## src/rtl/calc_pkg.sv

```systemverilog
// Shared definitions for the sequential calculator button encoder:
// ALU opcode constants, FSM state encoding and the chord-to-opcode table.
package calc_pkg;

    // ALU opcodes indexed by the {c,l,r} chord that selects them
    localparam logic [3:0] OP_CH_001 = 4'b0001;
    localparam logic [3:0] OP_CH_010 = 4'b0100;
    localparam logic [3:0] OP_CH_011 = 4'b1001;
    localparam logic [3:0] OP_CH_100 = 4'b0010;
    localparam logic [3:0] OP_CH_101 = 4'b0110;
    localparam logic [3:0] OP_CH_110 = 4'b1010;
    localparam logic [3:0] OP_CH_111 = 4'b0101;

    typedef enum logic [1:0] {
        ST_IDLE     = 2'd0,
        ST_ISSUE    = 2'd1,
        ST_WAIT_REL = 2'd2
    } state_t;

    // Fixed chord -> alu_op table; an empty chord is never issued, so it maps to 0
    function automatic logic [3:0] enc(input logic [2:0] ch);
        logic [3:0] op;
        case (ch)
            3'b001:  op = OP_CH_001;
            3'b010:  op = OP_CH_010;
            3'b011:  op = OP_CH_011;
            3'b100:  op = OP_CH_100;
            3'b101:  op = OP_CH_101;
            3'b110:  op = OP_CH_110;
            3'b111:  op = OP_CH_111;
            default: op = 4'b0000;
        endcase
        return op;
    endfunction

endpackage

```

## src/rtl/calc_enc_seq_if.sv

```systemverilog
// Operation handshake between the button encoder (master) and the
// ALU/accumulator (slave). alu_op is meaningful only while op_valid is high.
interface calc_enc_seq_if;
    logic       op_valid;
    logic       op_ready;
    logic [3:0] alu_op;

    modport master (output op_valid, output alu_op, input  op_ready);
    modport slave  (input  op_valid, input  alu_op, output op_ready);
endinterface

```

## src/rtl/calc_debounce.sv

```systemverilog
// Synchroniser plus level debouncer for one raw push-button input.
// The debounced level only changes after the synchronised input has
// disagreed with it for DEBOUNCE_CYCLES consecutive clock edges.
module calc_debounce #(
    parameter int DEBOUNCE_CYCLES = 4,
    parameter int SYNC_STAGES     = 2
) (
    input  logic clk,
    input  logic reset,
    input  logic din,
    output logic dout
);

    localparam int CNT_W = $clog2(DEBOUNCE_CYCLES + 1);
    localparam logic [CNT_W-1:0] CNT_LAST = CNT_W'(DEBOUNCE_CYCLES - 1);

    logic [SYNC_STAGES-1:0] sync_q;
    logic                   sync_bit;
    logic [CNT_W-1:0]       cnt_q, cnt_d;
    logic                   db_q, db_d;

    assign sync_bit = sync_q[SYNC_STAGES-1];
    assign dout     = db_q;

    // Synchroniser chain: raw input enters at bit 0, oldest sample at the top
    always_ff @(posedge clk) begin
        if (reset) begin
            sync_q <= '0;
        end else begin
            sync_q <= {sync_q[SYNC_STAGES-2:0], din};
        end
    end

    // Disagreement counter: any agreement restarts the count
    always_comb begin
        cnt_d = cnt_q;
        db_d  = db_q;
        if (sync_bit == db_q) begin
            cnt_d = '0;
        end else if (cnt_q == CNT_LAST) begin
            db_d  = sync_bit;
            cnt_d = '0;
        end else begin
            cnt_d = cnt_q + 1'b1;
        end
    end

    // Debounce state registers
    always_ff @(posedge clk) begin
        if (reset) begin
            cnt_q <= '0;
            db_q  <= 1'b0;
        end else begin
            cnt_q <= cnt_d;
            db_q  <= db_d;
        end
    end

endmodule

```

## src/rtl/calc_enc_seq.sv

```systemverilog
// Sequential button-to-ALU-op encoder. Buttons c/l/r are debounced and
// OR-accumulated into a chord while idle; a debounced btnd press encodes
// the chord and offers it to the ALU over a valid/ready handshake.
module calc_enc_seq
    import calc_pkg::*;
#(
    parameter int DEBOUNCE_CYCLES = 4,
    parameter int SYNC_STAGES     = 2
) (
    input  logic                  clk,
    input  logic                  reset,
    input  logic                  btnc,
    input  logic                  btnl,
    input  logic                  btnr,
    input  logic                  btnd,
    calc_enc_seq_if.master        op_if,
    output logic [2:0]            chord,
    output logic                  busy
);

    // Bit order {c,l,r,d} so the top three bits line up with the chord
    logic [3:0] raw_btn;
    logic [3:0] db_btn;
    logic [2:0] db_chord;
    logic       db_btnd;

    assign raw_btn  = {btnc, btnl, btnr, btnd};
    assign db_chord = db_btn[3:1];
    assign db_btnd  = db_btn[0];

    generate
        for (genvar gi = 0; gi < 4; gi++) begin : g_db
            calc_debounce #(
                .DEBOUNCE_CYCLES (DEBOUNCE_CYCLES),
                .SYNC_STAGES     (SYNC_STAGES)
            ) u_db (
                .clk   (clk),
                .reset (reset),
                .din   (raw_btn[gi]),
                .dout  (db_btn[gi])
            );
        end
    endgenerate

    state_t     state_q, state_d;
    logic       btnd_prev_q;
    logic       btnd_rise;
    logic [2:0] chord_q, chord_d;
    logic [2:0] next_chord;
    logic       op_valid_q, op_valid_d;
    logic [3:0] alu_op_q, alu_op_d;

    assign btnd_rise  = db_btnd & ~btnd_prev_q;
    // Value the chord latch would take this edge in IDLE; using it lets a
    // chord bit that settles together with btnd still be included
    assign next_chord = chord_q | db_chord;

    assign op_if.op_valid = op_valid_q;
    assign op_if.alu_op   = alu_op_q;
    assign chord          = chord_q;
    assign busy           = (state_q != ST_IDLE);

    // Next-state, chord accumulation and issue decisions
    always_comb begin
        state_d    = state_q;
        chord_d    = chord_q;
        op_valid_d = op_valid_q;
        alu_op_d   = alu_op_q;
        case (state_q)
            ST_IDLE: begin
                chord_d = next_chord;
                if (btnd_rise) begin
                    if (next_chord != 3'b000) begin
                        op_valid_d = 1'b1;
                        alu_op_d   = enc(next_chord);
                        state_d    = ST_ISSUE;
                    end else begin
                        // Empty chord: swallow the press until btnd is released
                        state_d = ST_WAIT_REL;
                    end
                end
            end
            ST_ISSUE: begin
                // alu_op is deliberately left holding its last value
                if (op_if.op_ready) begin
                    op_valid_d = 1'b0;
                    chord_d    = 3'b000;
                    state_d    = ST_WAIT_REL;
                end
            end
            ST_WAIT_REL: begin
                if (!db_btnd) begin
                    state_d = ST_IDLE;
                end
            end
            default: begin
                state_d = ST_IDLE;
            end
        endcase
    end

    // State, edge-detect and output registers; reset wins over any handshake
    always_ff @(posedge clk) begin
        if (reset) begin
            state_q     <= ST_IDLE;
            btnd_prev_q <= 1'b0;
            chord_q     <= 3'b000;
            op_valid_q  <= 1'b0;
            alu_op_q    <= 4'b0000;
        end else begin
            state_q     <= state_d;
            btnd_prev_q <= db_btnd;
            chord_q     <= chord_d;
            op_valid_q  <= op_valid_d;
            alu_op_q    <= alu_op_d;
        end
    end

endmodule

```

## src/flat_wrapper.sv

```systemverilog
// flat-port wrapper written by rule: the top's interface ports become plain ports
module calc_enc_seq_flat import calc_pkg::*;
#(
    parameter int DEBOUNCE_CYCLES = 4,
    parameter int SYNC_STAGES     = 2
)
  (clk, reset, btnc, btnl, btnr, btnd, chord, busy, op_if_op_valid, op_if_alu_op, op_if_op_ready);
  calc_enc_seq_if op_if_i ();
  input  logic clk;
  input  logic reset;
  input  logic btnc;
  input  logic btnl;
  input  logic btnr;
  input  logic btnd;
  output logic [2:0] chord;
  output logic busy;
  output wire logic [$bits(op_if_i.op_valid)-1:0] op_if_op_valid;
  output wire logic [$bits(op_if_i.alu_op)-1:0] op_if_alu_op;
  input wire logic [$bits(op_if_i.op_ready)-1:0] op_if_op_ready;
  assign op_if_op_valid = op_if_i.op_valid;
  assign op_if_alu_op = op_if_i.alu_op;
  assign op_if_i.op_ready = op_if_op_ready;
  calc_enc_seq #(.DEBOUNCE_CYCLES(DEBOUNCE_CYCLES), .SYNC_STAGES(SYNC_STAGES)) u_core (.clk(clk), .reset(reset), .btnc(btnc), .btnl(btnl), .btnr(btnr), .btnd(btnd), .op_if(op_if_i), .chord(chord), .busy(busy));
endmodule
```

## config.mk

```make
export PLATFORM = sky130hd
export DESIGN_NAME = calc_enc_seq_flat
export DESIGN_NICKNAME = d
export VERILOG_FILES = /design/src/rtl/calc_pkg.sv /design/src/rtl/calc_enc_seq_if.sv /design/src/rtl/calc_debounce.sv /design/src/rtl/calc_enc_seq.sv /design/src/flat_wrapper.sv
export SDC_FILE = /design/constraint.sdc
export NUM_CORES = 1
export LEC_CHECK = 0
export CAP_MARGIN = 30
export CORE_UTILIZATION = 53
export CTS_CLUSTER_DIAMETER = 150
export DETAILED_ROUTE_END_ITERATION = 8
export PLACE_DENSITY = 0.74
export SLEW_MARGIN = 20
export SYNTH_ARGS = -nofsm -noshare
export SYNTH_HDL_FRONTEND = slang
export SYNTH_SLANG_ARGS = --single-unit
```

## constraint.sdc

```tcl
create_clock -name clk -period 1.5 [get_ports clk]
set_clock_uncertainty 0.05 [all_clocks]
set_input_delay 0.3 -clock clk [delete_from_list [all_inputs] [get_ports clk]]
set_output_delay 0.3 -clock clk [all_outputs]
set_load 0.02 [all_outputs]
```

# Yosys cells after proc, flatten, opt, wreduce, memory -nomap -nowiden
# Index checks and enable logic that the tools add are counted.
# op_classes
add_sub_neg	4
eq_ne	21
muxes	12
bitwise_logic	7
reduce_logical	16
# op_table
operator	n
$pmux 4 s7	1
$eq 3x2->1 const B	6
$add 3x1->3 const B	4
$eq 3x3->1 const B	4
$reduce_or 3->1	4
$reduce_and 2->1	5
$mux 2	4
$pmux 2 s3	1
$pmux 3 s2	1
$reduce_and 3->1	2
$not 1->1	5
$eq 1x1->1	4
$ne 2x1->1 const B	2
$ne 2x2->1 const B	2
$reduce_and 4->1	1
$reduce_bool 2->1	2
$eq 3x1->1 const B	1
$mux 1	3
$mux 3	1
$or 3x3->3	1
$reduce_bool 3->1	1
$eq 2x1->1 const B	1
$eq 2x2->1 const B	1
$logic_not 2->1	1
other kinds (2)	2
# word_totals
reg_bits	35
output_inout_bits	9
elab_cells	77

# Logic depth before layout (Yosys ltp)
# Gate-level depths: netlist of the first run.
# logic_depth
ltp_word	5
mapped_depth	5

# Cells and area by module
# From an unflattened synthesis of the first run, not the netlist that was laid out.
# unflattened
hier_cells	132
area_unflattened_um2	1368.8
# modules_own_cells
module	instances	cells_each	area_each_um2	seq_area_each_um2
calc_debounce	4	17	211.5	120.1
calc_enc_seq	1	64	523.0	220.2

# Least setup slack after synthesis of the first run
# No wires, ideal clock.
# synth_timing
path_type	register to register
startpoint	register u_core.chord_q[0] (netlist: u_core.chord[0])
endpoint	register u_core.alu_op_q[3] (netlist: u_core.op_if.alu_op[3])
setup_ps	68
t_arrival_ps	1350
slack_ps	32
stages_incl_launch_ff	5
cell_sequence	dfxtp_1 -> or4_4 -> o31ai_4 -> nand2_1 -> a21oi_2
# synth_via
elab_chain_len	3
word_cells_on_any_way	11
cone_classes	7 x eq/ne; 1 x mux; 1 x bitwise; 2 x reduce/logical
# synth_rtl
element	line	text
start: declaration	calc_enc_seq.sv:48	logic [2:0] chord_q, chord_d;
start signal: assignment	calc_enc_seq.sv:113	chord_q <= chord_d;
$or 3x3->3 (*)	calc_enc_seq.sv:56	assign next_chord = chord_q | db_chord;
$eq 3x3->1 (tied with other cells)	calc_pkg.sv:23	case (ch)
$pmux 4 s7 / $reduce_and 3->1 (equally long branches)	n/a	
end signal: assignment	calc_enc_seq.sv:115	alu_op_q <= alu_op_d;
end: declaration	calc_enc_seq.sv:51	logic [3:0] alu_op_q, alu_op_d;
# Every way passes the cells marked *; elsewhere a longest branch is shown, timed or not.
# A chain may end at the register's enable or synchronous reset.

# Worst setup path in the final report of the first run
# Same ends and word-level chain as after synthesis.

==> impl_metrics.yaml, run 1 <==
timing:
  rsz0062_at_grt: "yes"
  fin_setup_tns_ns: 0
  max_freq_ghz: 0.6794
  fin_crit_sh_pct: 98.12
  finalSetupViolCount: 0
  hold_slack_ns: 0.3715
  worst_pin_slew_ns: 0.3482
  finalHoldViolations: 0
  min_period_ns: 1.472
  slew_headroom_pct: 76.76
  fin_ws_ns: 0.02820
  maxSlewViolCount: 0
floorplan:
  io_pins: 16
  core_area_um2: 2455
  start_util_pct: 55.76
  die_h_um: 52.82
  die-area_um2: 2790
  rows: 18
  fp.dieW_um: 52.82
worst_setup_path:
  critPathArrivalTime_ns: 1.70
  worstPathMaxFanout: 6
  critPathTopFamily: "simple AND/OR/NAND/NOR gates"
  end_kind: "flip-flop"
  cpPeakStageDelay_ns: 0.56
  cp-start-kind: "flip-flop"
  critPathBufInv: 0
  cp.required_ns: 1.73
  crit_chain: "or4_4 > o31ai_4 > nand2_1 > a21oi_2"
  critical_path_class: "flip-flop to flip-flop"
  critical_path.slowest_cell: "or4_4"
placed_design:
  dpl.hpwl_um: 1588
  place.gp.congestion: 0.8336
  place_ws_ns: 0.001468
  port_buffers: 15
  post_dp_cell_area_um2: 1585
logic_synthesis:
  yosysMostFrequentCell: "dfxtp_1"
  synth_top_flop_cell: "dfxtp_1"
  yosysSeqAreaShare_pct: 51.19
  yosys_warnings: 0
  ys_top_cells_by_area: "dfxtp_1 51%, ha_1 7.3%, nor2_1 6.9%, nor2b_1 4.1%, xnor2_1 3.2%"
  synthArstFlopShare_pct: 0
  synth_area_um2: 1369
  synth_cells: 137
  mappedNetlistNets: 152
  synth_seq_cells: 35
  synth_top_area_share_pct: 51.19
  syn-mean-instance-area_um2: 9.991
  synth_edf_count: 0
  synth_commonest_cells: "35 x dfxtp_1, 25 x nor2_1, 9 x inv_1, 9 x nor2b_1, 8 x ha_1"
  synth_top_area_cell: "dfxtp_1"
  ys_types: 27
grt:
  grt_pass1_wl_um: 3684
  antenna_found_initial: 0
  grt_pass1_vias: 866
  grt_max_degree: 18
  grtUsageTotal_pct: 18.98
  grt.overflow.total: 0
cells_and_area:
  antennaDiodeCount: 0
  synthToLayoutAreaGrowth_pct: 21.30
  drive_gt1_share_pct: 16.46
  finalInstanceArea_um2: 1660
  fin_nets: 178
worst_hold_path:
  hp-class: "flip-flop to flip-flop"
power_and_ir_drop:
  power_leakage_uw: 0.0006900
  ir_worst_vdd_uv: 720.2
  total_power_uw: 1659
  p_per_area_nw_per_um2: 999.1
clock_network:
  cts_buffer_depth: 2
  clock_sinks: 35
  root_buffer: "clkbuf_4"
  cts_made_buffers: 5
  cts_tree: "yes"
  clock_latency_ns: 0.34
  post-cts-setup-buffers: 0
  cts.reportedPaths.clkPinSlew_ns: 0.10
  htreeDepth: 2
flow_run:
  max-cap-violations: 0
route:
  vias: 984
  ant_nets: 0
  drt_first_iter_violations: 29
  routed_wl_um: 2228
  firstDrtPassIters: 4
  wl_per_cell_um: 11.48
  drc: 0
  vias_per_cell: 5.072
run_status:
  outcome: "finished clean"
==> per-layer routing <==
metal | GRT usage (%) | routed length, um | vias to the layer above
met5 | 0 | 0 | -
met4 | 10.53 | 58 | 0
met3 | 7.536 | 143 | 8
met2 | 28.06 | 1011 | 27
met1 | 23.21 | 1014 | 437
li1 | - | - | 512
==> logic make-up after synthesis <==
logic type	after synthesis	share of synthesized area, %
flip-flops	35	51.19
multiplexers	4	2.925
AO/OA/AOI/OAI	22	11.42
AND/OR/NAND/NOR	49	18.65
buffers and inverters	14	5.301
XOR/XNOR	5	3.199
adder cells (fa/ha/maj)	8	7.313
==> layout make-up <==
class | instances | area, um^2
well taps | 30 | 37.54
repair buffers | 24 | 202.7
flip-flops and latches | 35 | 703.2
inverters | 9 | 33.78
clock inverters | 3 | 43.79
fillers | 192 | 794.5
multi-input cells | 88 | 601.8
clock buffers | 5 | 37.54
==> registers in the layout, summed over array words and instances (netlist names) <==
signal,flops
u_core.btnd_prev_q,1
u_core.g_db.u_db.cnt_q,12
u_core.state_q,2
u_core.g_db.u_db.sync_q,8
u_core.op_if.alu_op,4
u_core.g_db.u_db.dout,4
u_core.op_if.op_valid,1
u_core.chord,3
==> timing repair <==
| action | CTS | global route |
|---|---|---|
| hold buffers | 0 | 0 |
| gates resized for setup | 12 | 3 |
| endpoints found under the setup margin | 9 | 4 |
==> path summary, 6_finish.rpt <==
check                                               start                                      end  slack, ns  cells after the start
setup / recovery             u_core.chord[0]$_SDFFE_PP0P_      u_core.op_if.alu_op[3]$_SDFFE_PP0P_       0.03                      4
hold / removal    u_core.g_db[1].u_db.cnt_q[0]$_SDFF_PP0_  u_core.g_db[1].u_db.cnt_q[0]$_SDFF_PP0_       0.37                      1
setup reg to reg             u_core.chord[0]$_SDFFE_PP0P_      u_core.op_if.alu_op[3]$_SDFFE_PP0P_       0.03                      4
hold reg to reg   u_core.g_db[1].u_db.cnt_q[0]$_SDFF_PP0_  u_core.g_db[1].u_db.cnt_q[0]$_SDFF_PP0_       0.37                      1
==> power breakdown <==
group | switching, uW | total, uW | internal [uW]
Sequential | 5.63 | 948 | 942
Combinational | 22.3 | 50.9 | 28.6
Clock | 310 | 660 | 351
Total | 338 | 1660 | 1320
==> placed cells by master (no fill, tap or decap), types with 2 or more instances in the layout <==
cell type / count
a211oi_1: 2
nor2b_1: 9
a31oi_1: 2
ha_1: 8
dfxtp_2: 2
xnor2_1: 5
or3_1: 4
a2bb2oi_1: 4
nand2_1: 5
inv_1: 9
a21oi_1: 7
clkdlybuf4s50_1: 6
or2_2: 2
dfxtp_1: 33
buf_4: 9
nor2_1: 25
o21ai_0: 3
mux2i_1: 4
dlygate4sd2_1: 8
clkbuf_4: 5
==> per-stage QoR <==
step                      utilization (%)  std cells
after floorplan                         -        137
after global placement              64.58        186
after detailed placement            64.58        186
after CTS                           67.28        194
after global routing                67.64        194
final                               67.64        194
Power figures use the tool's default switching activity.
==> run 2: changes to the inputs <==
--- a/config.mk
+++ b/config.mk
@@ -5,11 +5,12 @@
 export SDC_FILE = /design/constraint.sdc
 export NUM_CORES = 1
 export LEC_CHECK = 0
-export CAP_MARGIN = 30
-export CORE_UTILIZATION = 53
+export CAP_MARGIN = 0
+export CORE_UTILIZATION = 55
 export CTS_CLUSTER_DIAMETER = 150
 export DETAILED_ROUTE_END_ITERATION = 8
-export PLACE_DENSITY = 0.74
+export PLACE_DENSITY = 0.77
+export REMOVE_ABC_BUFFERS = 1
 export SLEW_MARGIN = 20
 export SYNTH_ARGS = -nofsm -noshare
 export SYNTH_HDL_FRONTEND = slang
==> constraint.sdc (replaced) <==
create_clock -name clk -period 1.84 [get_ports clk]
set_clock_uncertainty 0.05 [all_clocks]
set_input_delay 0.368 -clock clk [delete_from_list [all_inputs] [get_ports clk]]
set_output_delay 0.368 -clock clk [all_outputs]
set_load 0.02 [all_outputs]
==> run 2 against run 1 <==
Sequential share of layout area is 0.99 points higher. Largest power group unchanged. Utilization up 3.4 points. Setup slack better by 0.059 ns. Flip-flop and latch count stayed put.
==> impl_metrics.yaml, run 2 (synthesis gave the netlist of run 1 again) <==
worst_setup_path:
  worst_r2r_endpoint: "u_core.op_if.op_valid$_SDFFE_PP0P_"
  critPathArrivalTime_ns: 1.34
  endpoint: "busy"
  crit_chain: "or2_2 > dlygate4sd2_1"
  cpPeakStageDelay_ns: 0.38
  crit_start: "u_core.state_q[1]$_SDFFE_PP0P_"
  r2r-start: "u_core.g_db[2].u_db.dout$_SDFFE_PP0P_"
  worstPathMaxFanout: 5
  critical_path.slowest_cell: "dfxtp_1"
  path_depth: 2
  cp-start-kind: "flip-flop"
  critPathTopFamily: "flip-flops"
  r2r_setup_slack_ns: 0.34
  end_kind: "primary output"
  critical_path_class: "flip-flop to primary output"
  reg2regPathDepth: 4
  cp.required_ns: 1.42
  critPathBufInv: 1
timing:
  fin_crit_sh_pct: 95.27
  rsz0062_at_grt: "no"
  hold_slack_ns: 0.3822
  min_period_ns: 1.753
  slew_headroom_pct: 73.47
  finalSetupViolCount: 0
  worst_pin_slew_ns: 0.3968
  fin_setup_tns_ns: 0
  maxSlewViolCount: 0
  finalHoldViolations: 0
  max_freq_ghz: 0.5704
cells_and_area:
  layout_common_cells: "35 x dfxtp_1, 25 x nor2_1, 11 x clkdlybuf4s50_1"
  final_common_cell: "dfxtp_1"
  top_regs: "u_core.g_db.u_db.cnt_q x12, u_core.g_db.u_db.sync_q x8"
  drive_gt1_share_pct: 10.69
  fin_nets: 173
  largest-register: "u_core.g_db.u_db.cnt_q"
  synthToLayoutAreaGrowth_pct: 18.10
  antennaDiodeCount: 0
  largest_reg_flops: 12
grt:
  grt_pass1_vias: 888
  antenna_found_initial: 0
  grtUsageTotal_pct: 19.88
  grt.overflow.total: 0
  grt_pass1_wl_um: 3643
  grt_max_degree: 13
route:
  drc: 0
  drt_first_iter_violations: 7
  ant_nets: 0
  vias_per_cell: 5.080
  routed_wl_um: 2165
  wl_per_cell_um: 11.58
  vias: 950
  firstDrtPassIters: 2
clock_network:
  cts_made_buffers: 5
  post-cts-setup-buffers: 0
  clock_latency_ns: 0.34
  clock_sinks: 35
  htreeDepth: 2
  root_buffer: "clkbuf_4"
  cts_hold_buf: 0
  cts_buffer_depth: 2
  cts_resized: 2
  cts_tree: "yes"
  cts.reportedPaths.clkPinSlew_ns: 0.10
power_and_ir_drop:
  p_per_area_nw_per_um2: 793.6
  p_int_uw: 1016
  power_leakage_uw: 0.0006596
  pwr-share-comb_pct: 3.2
  swShare_pct: 20.81
  p_sw_uw: 266.9
  clkPwrFrac_pct: 36.5
  seqPwrFrac_pct: 60.2
  ir_worst_vdd_uv: 759.6
floorplan:
  io_pins: 16
  rows: 17
  die-area_um2: 2692
  die_h_um: 51.89
  start_util_pct: 60.14
  core_area_um2: 2276
  fp.dieW_um: 51.89
run_status:
  outcome: "finished clean"
worst_hold_path:
  hp-class: "flip-flop to flip-flop"
  hp-start: "u_core.g_db[2].u_db.cnt_q[0]$_SDFF_PP0_"
placed_design:
  place.gp.congestion: 0.7495
  dpl.hpwl_um: 1548
  port_buffers: 15
flow_run:
  max-cap-violations: 0
## run 2: cell types whose count changed in the layout (fill, tap and decap cells not counted), sizes merged
cell and change:
clkinv -2, bufinv -1, dlymetal6s2s +2, clkdlybuf4s50 +5, clkbuf +3, buf -6
dlygate4sd2 -6
## run 2: per-layer routing
| layer | up-vias | GRT usage, % | wire [um] |
|---|---|---|---|
| li1 | 497 | - | - |
| met1 | 433 | 21.61 | 998 |
| met2 | 15 | 30.77 | 1002 |
| met3 | 5 | 7.895 | 96 |
| met4 | 0 | 14.86 | 67 |
| met5 | - | 0 | 0 |
## run 2: layout make-up
cell class,count,area [um^2]
flip-flops and latches,35,700.7
inverters,9,33.78
repair buffers,19,182.7
multi-input cells,88,595.6
fillers,194,659.4
well taps,28,35.03
clock buffers,8,68.82
## run 2: how the worst min path moves through the flow
stage                                                    to  slack (ns)  cells after the start
CTS                 u_core.g_db[2].u_db.cnt_q[0]$_SDFF_PP0_        0.39                      1
global placement    u_core.g_db[2].u_db.cnt_q[0]$_SDFF_PP0_        0.36                      1
finish              u_core.g_db[2].u_db.cnt_q[0]$_SDFF_PP0_        0.38                      1
floorplan           u_core.g_db[0].u_db.cnt_q[0]$_SDFF_PP0_        0.35                      1
global route        u_core.g_db[1].u_db.cnt_q[0]$_SDFF_PP0_        0.40                      1
detailed placement  u_core.g_db[2].u_db.cnt_q[0]$_SDFF_PP0_        0.37                      1
## run 2: power by group through the flow
| stage | Sequential (uW) | Clock, uW | Combinational, uW |
|---|---|---|---|
| floorplan | 789 | 0 | 14.8 |
| global placement | 790 | 0 | 40.5 |
| detailed placement | 791 | 0 | 41.8 |
| CTS | 773 | 491 | 42.1 |
| global route | 774 | 513 | 46.2 |
| finish | 773 | 469 | 41.3 |
## run 2: stage by stage
stage               worst slack (ns)  utilization [%]  cells  area, um^2  total power [uW]
CTS                        0.0003104            70.81    187        1612              1306
global route                 0.04710            71.03    187        1617              1333
finish                       0.08696            71.03    187        1617              1283
global placement              0.1883            67.89    179        1545             830.2
detailed placement            0.1576            67.89    179        1545             832.3
floorplan                     0.3735                -    132        1330             803.7
